File: config.mk
export PLATFORM = sky130hd
export DESIGN_NAME = store_narrow
export DESIGN_NICKNAME = d
export VERILOG_FILES = /design/src/rtl/cpu_pkg.sv /design/src/rtl/lane_merge.sv /design/src/rtl/store_narrow.sv
export SDC_FILE = /design/constraint.sdc
export NUM_CORES = 1
export LEC_CHECK = 0
export BUFFER_PORTS_ARGS = -buffer_cell sky130_fd_sc_hd__buf_4
export CORE_MARGIN = 3
export CORE_UTILIZATION = 40
export DETAILED_ROUTE_END_ITERATION = 12
export GPL_ROUTABILITY_DRIVEN = 0
export PLACE_DENSITY = 0.67
export SYNTH_ARGS = -nofsm -noshare
export SYNTH_HDL_FRONTEND = slang
export SYNTH_HIERARCHICAL = 1
export SYNTH_SLANG_ARGS = --single-unit
File: constraint.sdc
create_clock -name clk -period 2.2 [get_ports clk]
set_input_delay 0 -clock clk [delete_from_list [all_inputs] [get_ports clk]]
set_output_delay 0 -clock clk [all_outputs]
set_load 0.05 [all_outputs]
File: src/rtl/cpu_pkg.sv
// Shared store-path encodings for the multi-cycle CPU.
// Op codes, store FSM states and the alignment check.
package cpu_pkg;

  typedef enum logic [1:0] {
    ST_SW  = 2'b00,
    ST_SH  = 2'b01,
    ST_SB  = 2'b10,
    ST_RSV = 2'b11
  } st_op_t;

  typedef enum logic [2:0] {
    S_IDLE = 3'd0,
    S_RD   = 3'd1,
    S_MRG  = 3'd2,
    S_WR   = 3'd3,
    S_DONE = 3'd4,
    S_ERR  = 3'd5
  } st_state_t;

  // High when the request cannot be performed (misaligned or reserved op)
  function automatic logic st_bad(
    input st_op_t     op,
    input logic [1:0] lo
  );
    logic bad;
    bad = 1'b0;
    unique case (op)
      ST_SW:   bad = (lo != 2'b00);
      ST_SH:   bad = lo[0];
      ST_SB:   bad = 1'b0;
      default: bad = 1'b1;
    endcase
    return bad;
  endfunction

endpackage

File: src/rtl/lane_merge.sv
// Replaces one little-endian lane of a memory word with store data.
// SW passes the new data through untouched.
module lane_merge
  import cpu_pkg::*;
(
  input  logic [31:0] i_old,
  input  logic [31:0] i_data,
  input  st_op_t      i_op,
  input  logic [1:0]  i_lane,
  output logic [31:0] o_word
);

  always_comb begin
    o_word = i_old;
    unique case (i_op)
      ST_SB: o_word[{i_lane, 3'b000} +: 8] = i_data[7:0];
      ST_SH: begin
        if (i_lane[1])
          o_word[31:16] = i_data[15:0];
        else
          o_word[15:0] = i_data[15:0];
      end
      default: o_word = i_data;
    endcase
  end

endmodule

File: src/rtl/store_narrow.sv
// Store-path width narrower: SW direct, SB/SH via read-modify-write.
// Memory has no byte enables, so sub-word stores merge into the old word.
module store_narrow
  import cpu_pkg::*;
#(
  parameter int ADDR_W = 32
) (
  input  logic              clk,
  input  logic              rst,
  input  logic              start,
  input  logic [1:0]        op,
  input  logic [ADDR_W-1:0] addr,
  input  logic [31:0]       wdata,
  output logic              busy,
  output logic              done,
  output logic              err,
  output logic [ADDR_W-1:0] mem_addr,
  output logic              mem_re,
  input  logic [31:0]       mem_rdata,
  output logic              mem_we,
  output logic [31:0]       mem_wdata
);

  st_state_t         r_state;
  st_state_t         w_next;
  st_op_t            r_op;
  logic [ADDR_W-1:0] r_addr;
  logic [31:0]       r_wdata;
  logic [31:0]       w_merged;
  logic              w_take;

  assign w_take = (r_state == S_IDLE) && start;

  always_ff @(posedge clk or posedge rst) begin
    if (rst)
      r_state <= S_IDLE;
    else
      r_state <= w_next;
  end

  always_comb begin
    w_next = r_state;
    unique case (r_state)
      S_IDLE: begin
        if (start) begin
          if (st_bad(st_op_t'(op), addr[1:0]))
            w_next = S_ERR;
          else if (op == ST_SW)
            w_next = S_WR;
          else
            w_next = S_RD;
        end
      end
      S_RD:    w_next = S_MRG;
      S_MRG:   w_next = S_WR;
      S_WR:    w_next = S_DONE;
      S_DONE:  w_next = S_IDLE;
      S_ERR:   w_next = S_IDLE;
      default: w_next = S_IDLE;
    endcase
  end

  // r_wdata holds the source word, then the merged word after MRG
  always_ff @(posedge clk or posedge rst) begin
    if (rst) begin
      r_op    <= ST_SW;
      r_addr  <= '0;
      r_wdata <= '0;
    end else if (w_take) begin
      r_op    <= st_op_t'(op);
      r_addr  <= addr;
      r_wdata <= wdata;
    end else if (r_state == S_MRG) begin
      r_wdata <= w_merged;
    end
  end

  lane_merge u_merge (
    .i_old  (mem_rdata),
    .i_data (r_wdata),
    .i_op   (r_op),
    .i_lane (r_addr[1:0]),
    .o_word (w_merged)
  );

  assign busy      = (r_state != S_IDLE);
  assign done      = (r_state == S_DONE) || (r_state == S_ERR);
  assign err       = (r_state == S_ERR);
  assign mem_re    = (r_state == S_RD);
  assign mem_we    = (r_state == S_WR);
  assign mem_addr  = {r_addr[ADDR_W-1:2], 2'b00};
  assign mem_wdata = r_wdata;

endmodule

# [Word level (Yosys, flattened, before mapping)]
# Index checks and enable logic that the tools add are counted.
[op_classes] n_addsub=1 eq_ne=11 n_shift=2 n_mux=13 n_reduce_logical=10
[op_table] cell="$mux W32" count=2
[op_table] cell="$pmux W32 S2" count=1
[op_table] cell="$bwmux W32" count=1
[op_table] cell="$mux W16" count=2
[op_table] cell="$shift A8 B7 Y32 const A" count=1
[op_table] cell="$shiftx A8 B7 Y32" count=1
[op_table] cell="$pmux W3 S4" count=1
[op_table] cell="$neg A5 Y7" count=1
[op_table] cell="$eq A3 B2 Y1 const B" count=2
[op_table] cell="$eq A3 B3 Y1 const B" count=2
[op_table] cell="$mux W3" count=2
[op_table] cell="$reduce_bool A3 Y1" count=2
[op_table] cell="$eq A2 B1 Y1 const B" count=2
[op_table] cell="$eq A2 B2 Y1 const B" count=2
[op_table] cell="$reduce_bool A2 Y1" count=2
[op_table] cell="$eq A3 B1 Y1 const B" count=1
[op_table] cell="$logic_not A3 Y1" count=1
[op_table] cell="$ne A3 B3 Y1 const B" count=1
[op_table] cell="$pmux W1 S3" count=1
[op_table] cell="$reduce_and A3 Y1" count=1
[op_table] cell="$logic_not A2 Y1" count=1
[op_table] cell="$mux W1" count=2
[op_table] cell="$mux W2" count=1
[op_table] cell="$ne A2 B2 Y1 const B" count=1
[op_table] cell="3 further kinds" count=3
[totals] regBits=69 in_bits=101 output_inout_bits=69 word_cells=42

# [Longest topological paths before layout]
# Gate-level depths: netlist (run 1).
[logic_depth] ltp_word=7 ltp_mapped=10

# [Cells and area by module]
# Netlist (run 1), hierarchy kept.
[modules_own_cells] module="store_narrow" instances=1 cells_each=270 area_per_inst_um2=3403.3
[modules_own_cells] module="lane_merge" instances=1 cells_each=136 area_per_inst_um2=1056.0

# [Worst setup path after synthesis (run 1)]
# No wires, ideal clock.
[synth_path] path_kind="register to register" from="register r_addr[1]" to="register r_wdata[24] (netlist: mem_wdata[24])" setup_ns=0.121 arrival_time_ns=1.918 t_required_ns=2.079 path_slack_ns=0.161 path_stages_with_launch=10 n_path_buf=3 cell_sequence="dfrtp_1 -> buf_4 -> inv_1 -> ha_1 -> clkbuf_1 -> and3b_1 -> buf_6 -> a221o_1 -> o22ai_2 -> nor2_1"
[synth_between] elab_chain_len=6 word_cells_on_any_way=8 cone_classes="add/sub: 1; shift: 2; mux: 5"
[synth_rtl] element="start: declaration" line="store_narrow.sv:27" text="logic [ADDR_W-1:0] r_addr;"
[synth_rtl] element="start signal: assignment" line="store_narrow.sv:71" text="r_addr <= addr;"
[synth_rtl] element="$neg A5 Y7" line="lane_merge.sv:16" text="ST_SB: o_word[{i_lane, 3'b000} +: 8] = i_data[7:0];"
[synth_rtl] element="$shiftx A8 B7 Y32 or $shift A8 B7 Y32 (tied branches)" line="lane_merge.sv:16"
[synth_rtl] element="$bwmux W32" line="lane_merge.sv:16"
[synth_rtl] element="$pmux W32 S2 (*)" line="lane_merge.sv:15" text="unique case (i_op)"
[synth_rtl] element="via w_merged[24]" line="store_narrow.sv:29" text="logic [31:0] w_merged;"
[synth_rtl] element="$mux W32 (*)" line="store_narrow.sv:73" text="end else if (r_state == S_MRG) begin"
[synth_rtl] element="$mux W32 (*)" line="store_narrow.sv:69" text="end else if (w_take) begin"
[synth_rtl] element="end signal: assignment" line="store_narrow.sv:72" text="r_wdata <= wdata;"
[synth_rtl] element="end signal: assignment" line="store_narrow.sv:74" text="r_wdata <= w_merged;"
[synth_rtl] element="end: declaration" line="store_narrow.sv:28" text="logic [31:0] r_wdata;"
# The timed path passes the listed nets; every way through them passes the cells marked *. The select of a mux whose other input is x is not followed.
# A chain may end at the register's enable or synchronous reset.

# [Worst setup path in the final report (run 1)]
[layout_path] from="register r_op[0]" to="register r_wdata[25] (netlist: mem_wdata[25])"
[layout_between] elab_chain_len=4 word_cells_on_any_way=7 cone_classes="eq/ne: 2; mux: 3; reduce/logical: 2"
[layout_rtl] element="start: declaration" line="store_narrow.sv:26" text="st_op_t r_op;"
[layout_rtl] element="start signal: assignment" line="store_narrow.sv:70" text="r_op <= st_op_t'(op);"
[layout_rtl] element="$eq A2 B1 Y1 or $eq A2 B2 Y1 (tied branches)" line="lane_merge.sv:15"
[layout_rtl] element="$pmux W32 S2 (*)" line="lane_merge.sv:15"
[layout_rtl] element="via w_merged[25]" line="store_narrow.sv:29"
[layout_rtl] element="$mux W32 (*)" line="store_narrow.sv:73"
[layout_rtl] element="$mux W32 (*)" line="store_narrow.sv:69"
# Marked as above.

==> results of run 1 <==
-- critical path, stage by stage, from the launching register on --
cell      delay [ns]
dfrtp_1         0.39
inv_1           0.06
ha_2            0.41
and4bb_4        0.25
and3b_1         0.29
a221o_1         0.36
o22ai_2         0.17
nor2_1          0.06
-- final cells by class --
class,instances,area (sq um)
Fill cell,880,4081
Multi-Input combinational cell,271,2295
Timing Repair Buffer,249,2074
Sequential cell,69,1727
Tap cell,136,170.2
Clock buffer,9,123.9
Clock inverter,6,111.4
Inverter,5,18.77
-- cell usage after synthesis (7+ instances only) --
| cell type | instances |
|---|---|
| dfrtp_1 | 69 |
| buf_4 | 34 |
| mux2_4 | 34 |
| a21oi_1 | 33 |
| nor2_1 | 33 |
| o22ai_2 | 29 |
| nand2_1 | 23 |
| a221o_1 | 17 |
| clkbuf_1 | 10 |
| buf_6 | 9 |
| a22o_1 | 8 |
| and4_1 | 8 |
| mux2_2 | 8 |
| mux2i_1 | 8 |
| o21ai_0 | 8 |
| a32oi_1 | 7 |
| buf_2 | 7 |
| ha_1 | 7 |
| o211ai_1 | 7 |
-- sequential cells by signal, summed over array words and instances, names as in the netlist --
register and cells:
mem_wdata 32, r_addr 32, r_op 2, r_state 3
-- cells in the final DEF, fill, tap and decap left out, types with 2 or more instances in the layout --
master and instances:
and4_1 8, a22o_1 8, nor2b_1 3, mux2_4 34, buf_12 3, bufinv_16 3
buf_4 179, nand2_1 23, dfrtp_1 69, nor3b_1 2, o21ai_0 8, and3b_1 2
a32oi_1 7, nand3_1 2, mux2i_1 8, ha_1 6, o211ai_1 7, conb_1 2
nor2_1 32, nor3b_2 2, and2_1 3, clkbuf_8 9, o22ai_1 3, nand2b_1 4
dlygate4sd3_1 67, mux2_2 8, o22ai_2 29, a21oi_1 33, a21oi_2 2, inv_1 4
a221o_1 17
-- cell families after synthesis --
| logic type | Yosys count |
|---|---|
| compound gates | 119 |
| fa+ha+maj | 7 |
| buf+inv | 67 |
| flops | 69 |
| mux | 50 |
| other cells | 1 |
| simple gates | 93 |
-- power groups by stage --
stage                     registers [mW]  logic, mW  clock network [mW]
final                               2.68       8.28                1.25
after global routing                2.76       8.75                1.34
after CTS                           2.66       8.21                1.29
after detailed placement            2.67       8.10                   0
after global placement              2.64       7.95                   0
after floorplan                     3.45       5.48                   0
-- per-layer routing --
| metal | share of wire [%] | wire [microns] |
|---|---|---|
| met5 | 0 | 0 |
| met3 | 5.8 | 837 |
| met1 | 41 | 5945 |
| met2 | 50 | 7104 |
| met4 | 3.2 | 455 |
-- timing repair --
action	4_1_cts	5_1_grt
setup endpoints to repair	0	15
hold endpoints to repair	92	0
gates resized for setup	0	3
hold buffers	67	0
-- worst max-delay path by stage --
| stage | to | slack [ns] | cells after the start |
|---|---|---|---|
| finish | mem_wdata[25]$_DFFE_PP0P_ | 0.1 | 7 |
| global route | mem_wdata[25]$_DFFE_PP0P_ | 0.01 | 7 |
| CTS | mem_wdata[25]$_DFFE_PP0P_ | 0.05 | 7 |
| detailed placement | mem_wdata[25]$_DFFE_PP0P_ | 0.07 | 7 |
| global placement | mem_wdata[31]$_DFFE_PP0P_ | 0.17 | 7 |
| floorplan | mem_wdata[24]$_DFFE_PP0P_ | 0.16 | 9 |
-- through the flow --
| step | worst slack, ns | hold WS (ns) | util (%) |
|---|---|---|---|
| after floorplan | 0.1611 | 0.1448 | - |
| after global placement | 0.1659 | 0.1004 | 52.89 |
| after detailed placement | 0.06657 | 0.1091 | 52.89 |
| after CTS | 0.05287 | 0.03554 | 61.43 |
| after global routing | 0.01375 | 0.04873 | 61.50 |
| final | 0.09569 | 0.04805 | 61.50 |
==> impl_metrics.py, run 1 <==
metrics = {
    "critical_path": {
        "crit_type": "reg -> reg",
        "start_kind": "flip-flop",
        "cp.arrival_ns": 2.34,
        "crit_path_end_kind": "flip-flop",
        "crit_fanout": 9,
        "worstPathRequired_ns": 2.44,
        "rr_startpoint": "r_op[0]$_DFFE_PP0P_",
        "setup.worst_path.start": "r_op[0]$_DFFE_PP0P_",
        "reg2reg_to": "mem_wdata[25]$_DFFE_PP0P_",
        "r2r_slack_ns": 0.1,
        "worstRegToRegCells": 7,
    },
    "layout": {
        "n_antenna_cell": 0,
        "drive_above_1_share_pct": 46.31,
        "fin_nets": 713,
        "post-route-cell-area_sq_mm": 0.006520,
        "finalNonFillerCells": 745,
        "syn_to_final_growth_pct": 46.21,
    },
    "placement": {
        "port_buffers": 167,
        "hpwl_microns": 9838,
        "dp_cells": 663,
        "dpl_cell_area_sq_mm": 0.005607,
    },
    "pwr": {
        "sw_frac_of_total_pct": 50.73,
        "leakagePower_nw": 3.051,
        "power_frac_clock_pct": 10.3,
        "p_seq_share_pct": 21.9,
        "p_sw_mw": 6.191,
        "power_density_mw_per_mm2": 1872,
        "peakVddDrop_mv": 0.8915,
        "power_mw": 12.20,
        "intPower_mw": 6.013,
        "power_frac_comb_pct": 67.8,
    },
    "timing": {
        "rsz0062_at_grt": "false",
        "setup_viol": 0,
        "slew_viol_final": 0,
        "max_freq_mhz": 475.2,
        "tightest_slew_ns": 0.6837,
        "hold_violations": 0,
        "period_needed_ns": 2.104,
        "clock_skew_ns": 0.008912,
        "fin_crit_sh_pct": 95.65,
        "slew_headroom_pct": 54.42,
        "final.setup.tns_ns": 0,
    },
    "clock_tree": {
        "numCtsBuffers": 9,
        "post-cts-setup-buffer-count": 0,
        "clock-sinks": 69,
        "clock_latency_ns": 0.34,
        "root_buffer": "clkbuf_8",
        "clk_pin_slew_ns": 0.08,
        "cts_max_path_buffers": 2,
        "cts_tree": "built",
        "htreeDepth": 3,
    },
    "logic_synthesis": {
        "synth-compound-area-share_pct": 22.45,
        "synth_top_family_by_area": "compound AO/OA/AOI/OAI gates",
        "yosys.area.top_type": "dfrtp_1",
        "yosysUniqueCellTypes": 45,
        "ys_async_sr_fraction_pct": 100.0,
        "muxShareOfSynthArea_pct": 15.26,
        "netlist.area_leader.share_pct": 38.72,
        "synth_area_sq_mm": 0.004459,
        "ys_seq_elements": 69,
        "yosys-top-cells-area": "dfrtp_1, mux2_4, o22ai_2",
        "ys_seq_area_share_pct": 38.72,
        "synth_edf_count": 0,
        "synth-xor-area-share_pct": 0,
        "synth_fa_ha_area_share_pct": 1.964,
        "synth_ff_type": "dfrtp_1",
        "postSynthAreaPerCell_sq_um": 10.98,
        "synthSimpleGateAreaFrac_pct": 11.31,
        "netlist_instances": 406,
        "synth_warnings": 6,
    },
    "outcome": {
        "status": "finished clean",
    },
    "global_routing": {
        "top_usage_layer": "met2",
        "grt_first_pass_wirelength_microns": 23050,
        "use_met1_pct": 30.03,
        "antenna_found_initial": 0,
        "track_usage_pct": 23.12,
        "grt_overflow_total": 0,
        "grt_max_degree": 45,
        "met3_usage_pct": 4.348,
        "grt_pass1_vias": 4195,
        "gr-usage-met2_pct": 38.48,
    },
    "detailed_routing": {
        "wl_per_cell_microns": 19.25,
        "vias_per_cell": 5.401,
        "finalWirelength_microns": 14340,
        "drcViolationCount": 0,
        "firstDrtPassIters": 5,
        "drtAntennaViolNets": 0,
        "initialDrtViolationCount": 242,
        "num_vias": 4024,
    },
    "die": {
        "die_y_microns": 111.6,
        "dieArea_sq_mm": 0.01245,
        "initial_core_util_pct": 42.06,
        "io_pins": 170,
        "die_w_microns": 111.6,
        "fp-row-count": 37,
        "core_sq_mm": 0.01060,
    },
    "worst_hold_path": {
        "min_path_type": "in -> reg",
        "worstHoldStart": "mem_rdata[4]",
        "whs_path_depth": 4,
        "timing.hold.worst_endpoint": "mem_wdata[4]$_DFFE_PP0P_",
    },
    "flow_run": {
        "maxCapViolations": 0,
    },
}
No activity file was read; power rests on OpenSTA's default activity.
==> run 2, diff against run 1 <==
--- a/config.mk
+++ b/config.mk
@@ -11,6 +11,7 @@
 export DETAILED_ROUTE_END_ITERATION = 12
 export GPL_ROUTABILITY_DRIVEN = 0
 export PLACE_DENSITY = 0.67
+export SETUP_SLACK_MARGIN = 0.2
 export SYNTH_ARGS = -nofsm -noshare
 export SYNTH_HDL_FRONTEND = slang
 export SYNTH_HIERARCHICAL = 1
==> impl_metrics.py, run 2 (synthesis results as in run 1) <==
metrics = {
    "outcome": {
        "status": "finished clean",
    },
    "timing": {
        "rsz0062_at_grt": "false",
        "tightest_slew_ns": 0.7483,
        "period_needed_ns": 1.942,
        "slew_headroom_pct": 50.11,
        "holdWs_ns": 0.05085,
        "slew_viol_final": 0,
        "final.setup.tns_ns": 0,
        "clock_skew_ns": 0.01332,
        "setup_viol": 0,
        "hold_violations": 0,
        "max_freq_mhz": 514.9,
        "fin_crit_sh_pct": 88.28,
    },
    "critical_path": {
        "start_kind": "flip-flop",
        "worstRegToRegCells": 7,
        "crit_fanout": 9,
        "crit_type": "reg -> reg",
        "r2r_slack_ns": 0.26,
        "cp.arrival_ns": 2.18,
        "worstPathRequired_ns": 2.44,
        "crit_path_end_kind": "flip-flop",
    },
    "global_routing": {
        "grt_max_degree": 45,
        "track_usage_pct": 22.97,
        "antenna_found_initial": 0,
        "grt_first_pass_wirelength_microns": 23200,
        "grt_overflow_total": 0,
        "grt_pass1_vias": 4338,
    },
    "clock_tree": {
        "clock-sinks": 69,
        "cts_max_path_buffers": 2,
        "numCtsBuffers": 9,
        "root_buffer": "clkbuf_8",
        "clk_pin_slew_ns": 0.08,
        "clock_latency_ns": 0.35,
        "cts_tree": "built",
        "htreeDepth": 3,
    },
    "detailed_routing": {
        "drtAntennaViolNets": 0,
        "finalWirelength_microns": 14520,
        "num_vias": 4133,
        "firstDrtPassIters": 5,
        "vias_per_cell": 5.518,
        "initialDrtViolationCount": 322,
        "wl_per_cell_microns": 19.38,
        "drcViolationCount": 0,
    },
    "placement": {
        "hpwl_microns": 9637,
        "port_buffers": 167,
    },
    "layout": {
        "layout_commonest_cell": "buf_4",
        "drive_above_1_share_pct": 48.12,
        "fin_util_pct": 61.99,
        "syn_to_final_growth_pct": 47.36,
        "final_cell_mix": "buf_4, dfrtp_1, dlygate4sd3_1",
        "n_antenna_cell": 0,
        "fin_nets": 716,
    },
    "worst_hold_path": {
        "whs_path_depth": 4,
        "min_path_type": "in -> reg",
    },
    "die": {
        "die_w_microns": 111.6,
        "initial_core_util_pct": 42.06,
        "fp-row-count": 37,
        "io_pins": 170,
        "dieArea_sq_mm": 0.01245,
        "die_y_microns": 111.6,
        "core_sq_mm": 0.01060,
    },
    "flow_run": {
        "maxCapViolations": 0,
    },
    "pwr": {
        "power_mw": 12.21,
        "peakVddDrop_mv": 1.028,
        "power_density_mw_per_mm2": 1858,
        "leakagePower_nw": 3.057,
    },
}
## run 2: changes by cell type in the layout (fill, tap and decap cells not counted), sizes merged
cell	before	now
inv	6	5
bufinv	3	1
buf	182	185
clkbuf	9	10
clkinvlp	1	2
clkinv	1	3
## run 2: final timing paths
path | startpoint | end
max | r_op[0]$_DFFE_PP0P_ | mem_wdata[28]$_DFFE_PP0P_
min | mem_rdata[3] | mem_wdata[3]$_DFFE_PP0P_
max reg2reg | r_op[0]$_DFFE_PP0P_ | mem_wdata[28]$_DFFE_PP0P_
min reg2reg | r_addr[13]$_DFFE_PP0P_ | r_addr[13]$_DFFE_PP0P_
max in group asynchronous | rst | mem_wdata[4]$_DFFE_PP0P_
min in group asynchronous | rst | r_addr[14]$_DFFE_PP0P_
## run 2: repair_timing
item / in CTS / in global routing
endpoints found under the hold margin: 92 / 0
gates resized for setup: 3 / 14
hold buffers: 67 / 0
pin swaps: 0 / 3
cloned: 0 / 0
endpoints found under the setup margin: 15 / 22
buffers inserted: 0 / 3
## run 2: critical path, cell delays in order, from the launching register on
cell and delay (ns):
dfrtp_1 0.38, inv_1 0.08, ha_4 0.30, and4bb_4 0.22, and3b_2 0.28, a221o_1 0.34, o22ai_2 0.18, nor2_1 0.05
## run 2: power by group
group / total, mW / switching [mW] / internal (mW)
clock network: 1.05 / 0.528 / 0.523
registers: 2.68 / 0.733 / 1.95
logic: 8.48 / 5.04 / 3.44
total: 12.2 / 6.30 / 5.91
## run 2: per-stage QoR
step | cell area (sq um) | std cells | setup slack, ns
floorplan | 4467 | 407 | 0.2196
global placement | 5597 | 663 | 0.2315
detailed placement | 5597 | 663 | 0.1031
CTS | 6475 | 746 | 0.2390
global route | 6571 | 749 | 0.1843
finish | 6571 | 749 | 0.2577
## run 2: layout make-up
type | count | area, sq um
fill | 874 | 4030
multi-input combinational | 271 | 2372
timing repair buffer | 252 | 2092
sequential | 69 | 1727
tap | 136 | 170.2
clock buffer | 10 | 127.6
clock inverter | 6 | 63.81
inverter | 5 | 18.77
## run 2: metal layers
layer	wire, microns	share of wire (%)	global-route usage (%)	up-vias
met2	7320	50	39.49	216
met3	1184	8.2	3.804	33
met5	0	0	0	-
met1	5671	39	29.64	2009
li1	-	-	-	1875
met4	341	2.3	7.137	0
